--- src/rtl/multicycle_control_unit_if.sv ---
// Control/handshake bundle between the multicycle control unit and its datapath.
// The slave side is the control unit; the master side is the datapath (or a bench).
interface multicycle_control_unit_if #(
  parameter int CNT_W = 32
);
  logic [5:0]       opcode;
  logic             mem_ready;
  logic             pc_write;
  logic             pc_write_cond;
  logic             branch_ne;
  logic             iord;
  logic             mem_read;
  logic             mem_write;
  logic             ir_write;
  logic             memto_reg;
  logic             reg_dst;
  logic             reg_write;
  logic             alu_src_a;
  logic [1:0]       alu_src_b;
  logic [1:0]       alu_op;
  logic [1:0]       pc_source;
  logic [3:0]       state;
  logic             instr_done;
  logic             illegal_op;
  logic [CNT_W-1:0] retired_count;

  modport master (
    output opcode, mem_ready,
    input  pc_write, pc_write_cond, branch_ne, iord, mem_read, mem_write,
           ir_write, memto_reg, reg_dst, reg_write, alu_src_a, alu_src_b,
           alu_op, pc_source, state, instr_done, illegal_op, retired_count
  );

  modport slave (
    input  opcode, mem_ready,
    output pc_write, pc_write_cond, branch_ne, iord, mem_read, mem_write,
           ir_write, memto_reg, reg_dst, reg_write, alu_src_a, alu_src_b,
           alu_op, pc_source, state, instr_done, illegal_op, retired_count
  );
endinterface

--- src/rtl/multicycle_control_unit.sv ---
// Multicycle MIPS control FSM: steps each instruction through fetch/decode/execute/
// memory/writeback, stalls on mem_ready, traps illegal opcodes and counts retirements.
module multicycle_control_unit #(
  parameter bit ENABLE_BNE  = 1'b1,
  parameter bit ENABLE_ADDI = 1'b1,
  parameter int CNT_W       = 32
) (
  input  logic                     i_clk,
  input  logic                     i_rst_n,
  multicycle_control_unit_if.slave bus
);

  typedef enum logic [3:0] {
    IDLE      = 4'd0,
    FETCH     = 4'd1,
    DECODE    = 4'd2,
    MEM_ADDR  = 4'd3,
    MEM_READ  = 4'd4,
    MEM_WB    = 4'd5,
    MEM_WRITE = 4'd6,
    R_EXEC    = 4'd7,
    R_WB      = 4'd8,
    BRANCH    = 4'd9,
    JUMP      = 4'd10,
    I_EXEC    = 4'd11,
    I_WB      = 4'd12,
    TRAP      = 4'd13
  } state_t;

  localparam logic [5:0] OP_RTYPE = 6'b000000;
  localparam logic [5:0] OP_LW    = 6'b100011;
  localparam logic [5:0] OP_SW    = 6'b101011;
  localparam logic [5:0] OP_BEQ   = 6'b000100;
  localparam logic [5:0] OP_BNE   = 6'b000101;
  localparam logic [5:0] OP_J     = 6'b000010;
  localparam logic [5:0] OP_ADDI  = 6'b001000;

  state_t           r_state;
  state_t           w_next;
  logic [CNT_W-1:0] r_retired_count;

  logic       w_pc_write;
  logic       w_pc_write_cond;
  logic       w_branch_ne;
  logic       w_iord;
  logic       w_mem_read;
  logic       w_mem_write;
  logic       w_ir_write;
  logic       w_memto_reg;
  logic       w_reg_dst;
  logic       w_reg_write;
  logic       w_alu_src_a;
  logic [1:0] w_alu_src_b;
  logic [1:0] w_alu_op;
  logic [1:0] w_pc_source;
  logic       w_instr_done;
  logic       w_illegal_op;

  always_ff @(posedge i_clk) begin
    if (!i_rst_n) begin
      r_state <= IDLE;
    end else begin
      r_state <= w_next;
    end
  end

  // Moore decode of the state; only the FETCH/MEM_WRITE strobes look at mem_ready.
  always_comb begin
    w_next          = IDLE;
    w_pc_write      = 1'b0;
    w_pc_write_cond = 1'b0;
    w_branch_ne     = 1'b0;
    w_iord          = 1'b0;
    w_mem_read      = 1'b0;
    w_mem_write     = 1'b0;
    w_ir_write      = 1'b0;
    w_memto_reg     = 1'b0;
    w_reg_dst       = 1'b0;
    w_reg_write     = 1'b0;
    w_alu_src_a     = 1'b0;
    w_alu_src_b     = 2'b00;
    w_alu_op        = 2'b00;
    w_pc_source     = 2'b00;
    w_instr_done    = 1'b0;
    w_illegal_op    = 1'b0;

    case (r_state)
      IDLE: begin
        w_next = FETCH;
      end
      FETCH: begin
        w_mem_read  = 1'b1;
        w_alu_src_b = 2'b01;
        w_alu_op    = 2'b11;
        w_ir_write  = bus.mem_ready;
        w_pc_write  = bus.mem_ready;
        w_next      = bus.mem_ready ? DECODE : FETCH;
      end
      DECODE: begin
        w_alu_src_b = 2'b11;
        w_alu_op    = 2'b11;
        case (bus.opcode)
          OP_RTYPE:      w_next = R_EXEC;
          OP_LW, OP_SW:  w_next = MEM_ADDR;
          OP_BEQ:        w_next = BRANCH;
          OP_BNE:        w_next = ENABLE_BNE ? BRANCH : TRAP;
          OP_J:          w_next = JUMP;
          OP_ADDI:       w_next = ENABLE_ADDI ? I_EXEC : TRAP;
          default:       w_next = TRAP;
        endcase
      end
      MEM_ADDR: begin
        w_alu_src_a = 1'b1;
        w_alu_src_b = 2'b10;
        w_alu_op    = 2'b11;
        w_next      = (bus.opcode == OP_SW) ? MEM_WRITE : MEM_READ;
      end
      MEM_READ: begin
        w_mem_read = 1'b1;
        w_iord     = 1'b1;
        w_next     = bus.mem_ready ? MEM_WB : MEM_READ;
      end
      MEM_WB: begin
        w_reg_write  = 1'b1;
        w_memto_reg  = 1'b1;
        w_instr_done = 1'b1;
        w_next       = FETCH;
      end
      MEM_WRITE: begin
        w_mem_write  = 1'b1;
        w_iord       = 1'b1;
        w_instr_done = bus.mem_ready;
        w_next       = bus.mem_ready ? FETCH : MEM_WRITE;
      end
      R_EXEC: begin
        w_alu_src_a = 1'b1;
        w_next      = R_WB;
      end
      R_WB: begin
        w_reg_dst    = 1'b1;
        w_reg_write  = 1'b1;
        w_instr_done = 1'b1;
        w_next       = FETCH;
      end
      BRANCH: begin
        w_alu_src_a     = 1'b1;
        w_alu_op        = 2'b01;
        w_pc_write_cond = 1'b1;
        w_pc_source     = 2'b01;
        w_branch_ne     = (bus.opcode == OP_BNE);
        w_instr_done    = 1'b1;
        w_next          = FETCH;
      end
      JUMP: begin
        w_pc_write   = 1'b1;
        w_pc_source  = 2'b10;
        w_instr_done = 1'b1;
        w_next       = FETCH;
      end
      I_EXEC: begin
        w_alu_src_a = 1'b1;
        w_alu_src_b = 2'b10;
        w_alu_op    = 2'b11;
        w_next      = I_WB;
      end
      I_WB: begin
        w_reg_write  = 1'b1;
        w_instr_done = 1'b1;
        w_next       = FETCH;
      end
      TRAP: begin
        // PC was already advanced in FETCH, so the trap simply resumes fetching.
        w_illegal_op = 1'b1;
        w_next       = FETCH;
      end
      default: begin
        w_next = IDLE;
      end
    endcase
  end

  always_ff @(posedge i_clk) begin
    if (!i_rst_n) begin
      r_retired_count <= '0;
    end else if (w_instr_done) begin
      r_retired_count <= r_retired_count + CNT_W'(1);
    end
  end

  assign bus.pc_write      = w_pc_write;
  assign bus.pc_write_cond = w_pc_write_cond;
  assign bus.branch_ne     = w_branch_ne;
  assign bus.iord          = w_iord;
  assign bus.mem_read      = w_mem_read;
  assign bus.mem_write     = w_mem_write;
  assign bus.ir_write      = w_ir_write;
  assign bus.memto_reg     = w_memto_reg;
  assign bus.reg_dst       = w_reg_dst;
  assign bus.reg_write     = w_reg_write;
  assign bus.alu_src_a     = w_alu_src_a;
  assign bus.alu_src_b     = w_alu_src_b;
  assign bus.alu_op        = w_alu_op;
  assign bus.pc_source     = w_pc_source;
  assign bus.state         = r_state;
  assign bus.instr_done    = w_instr_done;
  assign bus.illegal_op    = w_illegal_op;
  assign bus.retired_count = r_retired_count;

endmodule

--- src/flat_wrapper.sv ---
// flat-port wrapper written by rule: the top's interface ports become plain ports
module multicycle_control_unit_flat 
#(
  parameter bit ENABLE_BNE  = 1'b1,
  parameter bit ENABLE_ADDI = 1'b1,
  parameter int CNT_W       = 32
)
  (i_clk, i_rst_n, bus_opcode, bus_mem_ready, bus_pc_write, bus_pc_write_cond, bus_branch_ne, bus_iord, bus_mem_read, bus_mem_write, bus_ir_write, bus_memto_reg, bus_reg_dst, bus_reg_write, bus_alu_src_a, bus_alu_src_b, bus_alu_op, bus_pc_source, bus_state, bus_instr_done, bus_illegal_op, bus_retired_count);
  multicycle_control_unit_if #(.CNT_W(CNT_W)) bus_i ();
  input  logic i_clk;
  input  logic i_rst_n;
  input wire logic [$bits(bus_i.opcode)-1:0] bus_opcode;
  input wire logic [$bits(bus_i.mem_ready)-1:0] bus_mem_ready;
  output wire logic [$bits(bus_i.pc_write)-1:0] bus_pc_write;
  output wire logic [$bits(bus_i.pc_write_cond)-1:0] bus_pc_write_cond;
  output wire logic [$bits(bus_i.branch_ne)-1:0] bus_branch_ne;
  output wire logic [$bits(bus_i.iord)-1:0] bus_iord;
  output wire logic [$bits(bus_i.mem_read)-1:0] bus_mem_read;
  output wire logic [$bits(bus_i.mem_write)-1:0] bus_mem_write;
  output wire logic [$bits(bus_i.ir_write)-1:0] bus_ir_write;
  output wire logic [$bits(bus_i.memto_reg)-1:0] bus_memto_reg;
  output wire logic [$bits(bus_i.reg_dst)-1:0] bus_reg_dst;
  output wire logic [$bits(bus_i.reg_write)-1:0] bus_reg_write;
  output wire logic [$bits(bus_i.alu_src_a)-1:0] bus_alu_src_a;
  output wire logic [$bits(bus_i.alu_src_b)-1:0] bus_alu_src_b;
  output wire logic [$bits(bus_i.alu_op)-1:0] bus_alu_op;
  output wire logic [$bits(bus_i.pc_source)-1:0] bus_pc_source;
  output wire logic [$bits(bus_i.state)-1:0] bus_state;
  output wire logic [$bits(bus_i.instr_done)-1:0] bus_instr_done;
  output wire logic [$bits(bus_i.illegal_op)-1:0] bus_illegal_op;
  output wire logic [$bits(bus_i.retired_count)-1:0] bus_retired_count;
  assign bus_i.opcode = bus_opcode;
  assign bus_i.mem_ready = bus_mem_ready;
  assign bus_pc_write = bus_i.pc_write;
  assign bus_pc_write_cond = bus_i.pc_write_cond;
  assign bus_branch_ne = bus_i.branch_ne;
  assign bus_iord = bus_i.iord;
  assign bus_mem_read = bus_i.mem_read;
  assign bus_mem_write = bus_i.mem_write;
  assign bus_ir_write = bus_i.ir_write;
  assign bus_memto_reg = bus_i.memto_reg;
  assign bus_reg_dst = bus_i.reg_dst;
  assign bus_reg_write = bus_i.reg_write;
  assign bus_alu_src_a = bus_i.alu_src_a;
  assign bus_alu_src_b = bus_i.alu_src_b;
  assign bus_alu_op = bus_i.alu_op;
  assign bus_pc_source = bus_i.pc_source;
  assign bus_state = bus_i.state;
  assign bus_instr_done = bus_i.instr_done;
  assign bus_illegal_op = bus_i.illegal_op;
  assign bus_retired_count = bus_i.retired_count;
  multicycle_control_unit #(.ENABLE_BNE(ENABLE_BNE), .ENABLE_ADDI(ENABLE_ADDI), .CNT_W(CNT_W)) u_core (.i_clk(i_clk), .i_rst_n(i_rst_n), .bus(bus_i));
endmodule
--- config.mk ---
export PLATFORM = sky130hd
export DESIGN_NAME = multicycle_control_unit_flat
export DESIGN_NICKNAME = d
export VERILOG_FILES = /design/src/rtl/multicycle_control_unit_if.sv /design/src/rtl/multicycle_control_unit.sv /design/src/flat_wrapper.sv
export SDC_FILE = /design/constraint.sdc
export NUM_CORES = 1
export LEC_CHECK = 0
export CORE_UTILIZATION = 40
export DETAILED_ROUTE_END_ITERATION = 6
export PLACE_DENSITY = 0.74
export SKIP_LAST_GASP = 1
export SLEW_MARGIN = 0
export SYNTH_ARGS = -nofsm -noshare
export SYNTH_HDL_FRONTEND = slang
export SYNTH_SLANG_ARGS = --single-unit
--- constraint.sdc ---
create_clock -name i_clk -period 4.02 [get_ports i_clk]
set_input_delay 1.206 -clock i_clk [delete_from_list [all_inputs] [get_ports i_clk]]
set_output_delay 1.206 -clock i_clk [all_outputs]
set_load 0.05 [all_outputs]
==> impl_metrics.env, run 1 <==
export IMPL_cp_max_fo=12
export IMPL_timing_slew_headroom_pct=49.4
export IMPL_clkTransAtPathRegs_ns=0.07
export IMPL_diodes=0
export IMPL_ir_drop_uv=141
export IMPL_powerDensity_nw_per_um2=239
export IMPL_fin_crit_ns=3.78
export IMPL_port_buffers=63
export IMPL_crit_required_ns=2.81
export IMPL_grt_start_max_net_pins=37
export IMPL_vias_per_cell=5.73
export IMPL_antenna_found_initial=0
export IMPL_met3_length_um=252
export IMPL_cp_end_kind="output pin"
export IMPL_die_h_um=81.5
export IMPL_cts_hold_buffers=0
export IMPL_dpl_hpwl_mm=4.49
export IMPL_ys_ff_latch=36
export IMPL_first_pass_iters=4
export IMPL_highest_layer="met4"
export IMPL_min_path_cells=2
export IMPL_hold_violations=0
export IMPL_cts_buffers=5
export IMPL_cts_resized=0
export IMPL_fin_hold_ws_ns=0.472
export IMPL_async_reset_ff_share_pct=0
export IMPL_clk_latency_ns=0.28
export IMPL_mostFrequentLayoutCell="clkdlybuf4s50_1"
export IMPL_power_switching_mw=0.241
export IMPL_root_buffer="clkbuf_8"
export IMPL_drive_above_1_share_pct=9.22
export IMPL_die_area_sq_um=6630
export IMPL_final_cell_mix="clkdlybuf4s50_1 (58), nand2_1 (49), dfxtp_1 (36)"
export IMPL_core_area_sq_um=5990
export IMPL_fin_area_sq_um=3250
export IMPL_fmax_mhz=265
export IMPL_htreeDepth=2
export IMPL_fin_crit_sh_pct=93.9
export IMPL_synth_cells=310
export IMPL_worstSetupPathType="reg2out"
export IMPL_synth_top_cell_by_area="dfxtp_1"
export IMPL_place_congestion=0.827
export IMPL_dp_slack_ns=0.415
export IMPL_synth_top_area_share_pct=28.5
export IMPL_status="complete, no violations"
export IMPL_startpoint_type="flop"
export IMPL_tns_ns=0
export IMPL_totalWireLength_mm=6.48
export IMPL_leakagePower_nw=0.979
export IMPL_routed_wl_met2_mm=3.04
export IMPL_setup_viol_count_final=0
export IMPL_syn_num_nets=320
export IMPL_p_seq_share_pct=47.7
export IMPL_worstPathArrival_ns=2.57
export IMPL_p_int_mw=0.537
export IMPL_rows=28
export IMPL_ys_flop_type="dfxtp_1"
export IMPL_clkPwrFrac_pct=30.5
export IMPL_grt_pass1_wl_mm=10.6
export IMPL_post_cts_buffers=0
export IMPL_skew_ns=0.00620
export IMPL_drc=0
export IMPL_start_util_pct=42.1
export IMPL_pin_count=64
export IMPL_rr_worst_depth=5
export IMPL_synth_enable_flop_cells=0
export IMPL_cts_buffer_depth=2
export IMPL_ys_types=48
export IMPL_swShare_pct=31.0
export IMPL_dpl_cell_area_sq_um=3180
export IMPL_fillers=536
export IMPL_maxCapViolCount=0
export IMPL_first_global_vias=2232
export IMPL_fp_dieW_um=81.5
export IMPL_overflow=0
export IMPL_netlist_area_sq_um=2520
export IMPL_ant_nets=0
export IMPL_pwr_share_comb_pct=21.8
export IMPL_drtIter0Drc=143
export IMPL_ys_seq_area_share_pct=28.5
export IMPL_avgSynthCellArea_sq_um=8.14
export IMPL_setup_slack_ns=0.244
export IMPL_timing_worst_slew_pin_value_ns=0.757
export IMPL_cts_sinks=36
export IMPL_grt_usage_pct=20.3
export IMPL_yosysWarnings=0
export IMPL_min_path_type="reg2reg"
export IMPL_rsz0062_at_grt="false"
export IMPL_cts_tree="yes"
export IMPL_nets=368
export IMPL_wire_per_inst_um=15.0
export IMPL_met1_length_mm=3.11
export IMPL_area_growth_synth_to_final_pct=28.8
export IMPL_netlist_top_cells_area="dfxtp_1 (29%), mux2i_1 (12%), nand2b_1 (8.4%), nand2_1 (7.3%), a2111oi_2 (7.1%)"
export IMPL_final_max_slew_viol_count=0
export IMPL_routed_via_count=2483
-- kinds of logic (layout without fill, tap and decap cells) --
logic type	Yosys count	count (layout)	synth area share (%)
AO/OA/AOI/OAI	56	56	19.6
XOR/XNOR	1	1	0.347
adder cells (fa/ha/maj)	3	3	1.34
buffers and inverters	30	78	5.30
flip-flops	36	36	28.5
multiplexers	30	30	11.9
AND/OR/NAND/NOR	154	154	33.0
-- synth_stat cells, types with 2 or more instances --
cell and instances:
nand2_1 49, o22ai_1 2, nor3b_1 2, o21ai_0 7
a2111oi_2 12, nand2b_1 34, buf_2 5, buf_4 2
nand3_1 10, nor3_1 8, or2_2 2, nor2b_1 3
and4_1 8, or3_1 2, nor2_1 16, clkbuf_1 13
nor4b_1 2, a31oi_1 2, nand4_1 9, mux2i_1 30
a2111oi_0 2, dfxtp_1 36, a21oi_1 9, a211oi_1 13
inv_1 5, and2_1 2, nand4_2 2, buf_1 3
-- stage by stage --
| step | total power [mW] | instances | util (%) |
|---|---|---|---|
| finish | 0.778 | 433 | 54.3 |
| global route | 0.817 | 433 | 54.3 |
| CTS | 0.784 | 433 | 54.3 |
| detailed placement | 0.548 | 426 | 53.0 |
| global placement | 0.547 | 426 | 53.0 |
| floorplan | 0.492 | 310 | - |
-- flip-flops by register name, indices dropped and copies added (netlist names) --
name / flops
u_core.bus.state: 4
u_core.bus.retired_count: 32
-- worst max-delay path, stage by stage (launching register included) --
cell	delay (ns)
dfxtp_1	0.56
clkinv_1	0.32
maj3_1	0.44
o22ai_1	0.15
clkdlybuf4s50_1	0.83
-- per-layer routing --
metal	GRT usage, %	vias up
met1	27.7	1194
met3	3.44	8
li1	-	1220
met5	0	-
met2	32.8	61
met4	5.54	0
-- final timing paths --
kind,start,to,slack (ns)
worst min-delay path,u_core.bus.retired_count[31],u_core.bus.retired_count[31],0.47
worst max-delay path,u_core.bus.state[0],bus_alu_op[0],0.24
worst min register to register,u_core.bus.retired_count[31],u_core.bus.retired_count[31],0.47
worst max register to register,u_core.bus.state[2],u_core.bus.retired_count[20],1.62
-- cell type report --
class	count	area, sq um	area share (%)
Clock buffer	6	72.6	2.23
Clock inverter	1	5.00	0.154
Inverter	6	22.5	0.692
Multi-Input combinational cell	244	1670	51.3
Sequential cell	36	721	22.2
Tap cell	75	93.8	2.88
Timing Repair Buffer	65	668	20.5
-- power groups by stage --
| stage | Sequential [mW] | Clock (mW) | Combinational (mW) |
|---|---|---|---|
| after floorplan | 0.383 | 0 | 0.109 |
| after global placement | 0.379 | 0 | 0.168 |
| after detailed placement | 0.379 | 0 | 0.169 |
| after CTS | 0.371 | 0.243 | 0.170 |
| after global routing | 0.372 | 0.265 | 0.180 |
| final | 0.371 | 0.237 | 0.170 |
(Power assumes the default switching activity.)
==> run 2: changes to the inputs <==
--- a/config.mk
+++ b/config.mk
@@ -7,9 +7,10 @@
 export LEC_CHECK = 0
 export CORE_UTILIZATION = 40
 export DETAILED_ROUTE_END_ITERATION = 6
-export PLACE_DENSITY = 0.74
+export PLACE_DENSITY = 0.75
 export SKIP_LAST_GASP = 1
 export SLEW_MARGIN = 0
 export SYNTH_ARGS = -nofsm -noshare
 export SYNTH_HDL_FRONTEND = slang
 export SYNTH_SLANG_ARGS = --single-unit
+export TNS_END_PERCENT = 30
==> impl_metrics.env, run 2 (same netlist as run 1, synthesis figures left out) <==
export IMPL_clkTransAtPathRegs_ns=0.07
export IMPL_ant_nets=0
export IMPL_timing_slew_headroom_pct=48.3
export IMPL_cts_sinks=36
export IMPL_first_global_vias=2189
export IMPL_min_path_type="reg2reg"
export IMPL_timing_worst_slew_pin_value_ns=0.773
export IMPL_fp_dieW_um=81.5
export IMPL_fin_area_sq_um=3280
export IMPL_drtIter0Drc=153
export IMPL_antenna_found_initial=0
export IMPL_cts_hold_buffers=0
export IMPL_worstHoldEndpoint="u_core.bus.retired_count[31]"
export IMPL_tns_ns=0
export IMPL_area_growth_synth_to_final_pct=30.1
export IMPL_grt_usage_pct=19.7
export IMPL_cp_end_kind="output pin"
export IMPL_worstSetupPathType="reg2out"
export IMPL_cts_buffer_depth=2
export IMPL_status="complete, no violations"
export IMPL_worstReg2RegStart="u_core.bus.state[0]"
export IMPL_hold_violations=0
export IMPL_vias_per_cell=5.64
export IMPL_powerDensity_nw_per_um2=248
export IMPL_rsz0062_at_grt="false"
export IMPL_grt_start_max_net_pins=35
export IMPL_cts_resized=0
export IMPL_overflow=0
export IMPL_fin_crit_sh_pct=93.4
export IMPL_fillers=545
export IMPL_maxCapViolCount=0
export IMPL_dpl_cell_area_sq_um=3190
export IMPL_fmax_mhz=266
export IMPL_largest_reg_flops=32
export IMPL_dpl_hpwl_mm=4.49
export IMPL_cts_tree="yes"
export IMPL_setup_viol_count_final=0
export IMPL_htreeDepth=2
export IMPL_diodes=0
export IMPL_min_path_cells=2
export IMPL_totalWireLength_mm=6.44
export IMPL_fin_hold_ws_ns=0.475
export IMPL_rr_endpoint="u_core.bus.retired_count[20]"
export IMPL_nets=370
export IMPL_core_area_sq_um=5990
export IMPL_fin_crit_ns=3.75
export IMPL_cts_buffers=5
export IMPL_grt_pass1_wl_mm=10.3
export IMPL_crit_required_ns=2.81
export IMPL_setup_slack_ns=0.267
export IMPL_worstPathArrival_ns=2.55
export IMPL_skew_ns=0.00694
export IMPL_first_pass_iters=4
export IMPL_leakagePower_nw=0.994
export IMPL_mostFrequentLayoutCell="clkdlybuf4s50_1"
export IMPL_drive_above_1_share_pct=9.97
export IMPL_post_cts_buffers=0
export IMPL_rows=28
export IMPL_die_area_sq_um=6630
export IMPL_min_from="u_core.bus.retired_count[31]"
export IMPL_dp_slack_ns=0.402
export IMPL_place_congestion=0.822
export IMPL_root_buffer="clkbuf_8"
export IMPL_ir_drop_uv=160
export IMPL_startpoint_type="flop"
export IMPL_clk_latency_ns=0.29
export IMPL_pin_count=64
export IMPL_wire_per_inst_um=14.8
export IMPL_r2r_setup_slack_ns=1.79
export IMPL_rr_worst_depth=5
export IMPL_final_cell_mix="clkdlybuf4s50_1 (58), nand2_1 (49), dfxtp_1 (36)"
export IMPL_routed_via_count=2458
export IMPL_port_buffers=63
export IMPL_die_h_um=81.5
export IMPL_cp_max_fo=12
export IMPL_start_util_pct=42.1
export IMPL_drc=0
export IMPL_final_max_slew_viol_count=0
-- run 2: cell count changes in the layout (fill, tap and decap cells not counted) --
cell,before,now
buf_4,3,5
clkinvlp_4,0,1
clkinv_2,1,0
clkbuf_8,5,6
-- run 2: critical path, stage by stage, from the launching register on --
cell and delay (ns):
dfxtp_1 0.55, clkinv_1 0.31, maj3_1 0.44, o22ai_1 0.14, clkdlybuf4s50_1 0.82
-- run 2: area by class of cell --
cell class | instances | area [sq um] | area share [%]
multi-input combinational | 244 | 1670 | 50.9
sequential | 36 | 721 | 21.9
timing repair buffer | 67 | 683 | 20.8
tap | 75 | 93.8 | 2.86
clock buffer | 7 | 86.3 | 2.63
inverter | 6 | 22.5 | 0.686
clock inverter | 1 | 7.51 | 0.229
-- run 2: how the worst max path moves through the flow --
stage	to	from	cells past startpoint	slack [ns]
final	bus_alu_op[0]	u_core.bus.state[0]	4	0.27
after global routing	bus_alu_op[0]	u_core.bus.state[0]	4	0.14
after CTS	bus_alu_op[0]	u_core.bus.state[0]	4	0.27
after detailed placement	bus_instr_done	bus_mem_ready	5	0.40
after global placement	bus_instr_done	bus_mem_ready	5	0.43
after floorplan	bus_branch_ne	u_core.bus.state[3]	4	0.27
-- run 2: per-stage QoR --
stage | cells | util [%] | power (mW)
after floorplan | 310 | - | 0.492
after global placement | 428 | 53.3 | 0.548
after detailed placement | 428 | 53.3 | 0.551
after CTS | 436 | 54.8 | 0.823
after global routing | 436 | 54.8 | 0.850
final | 436 | 54.8 | 0.815
-- run 2: metal layers --
metal  routed length [um]  vias to the layer above  GRT usage, %  share of wire, %
li1                     -                     1226             -                 -
met1                 3120                     1168          27.3                48
met2                 2990                       57          31.4                46
met3                  254                        7          2.89               3.9
met4                   79                        0          6.07               1.2
met5                    0                        -             0                 0
-- run 2: power breakdown --
group | total, mW | internal [mW] | leakage (nW) | switching, mW
Combinational | 0.175 | 0.0606 | 0.659 | 0.115
Clock | 0.273 | 0.139 | 0.0445 | 0.133
Sequential | 0.367 | 0.360 | 0.290 | 0.00743
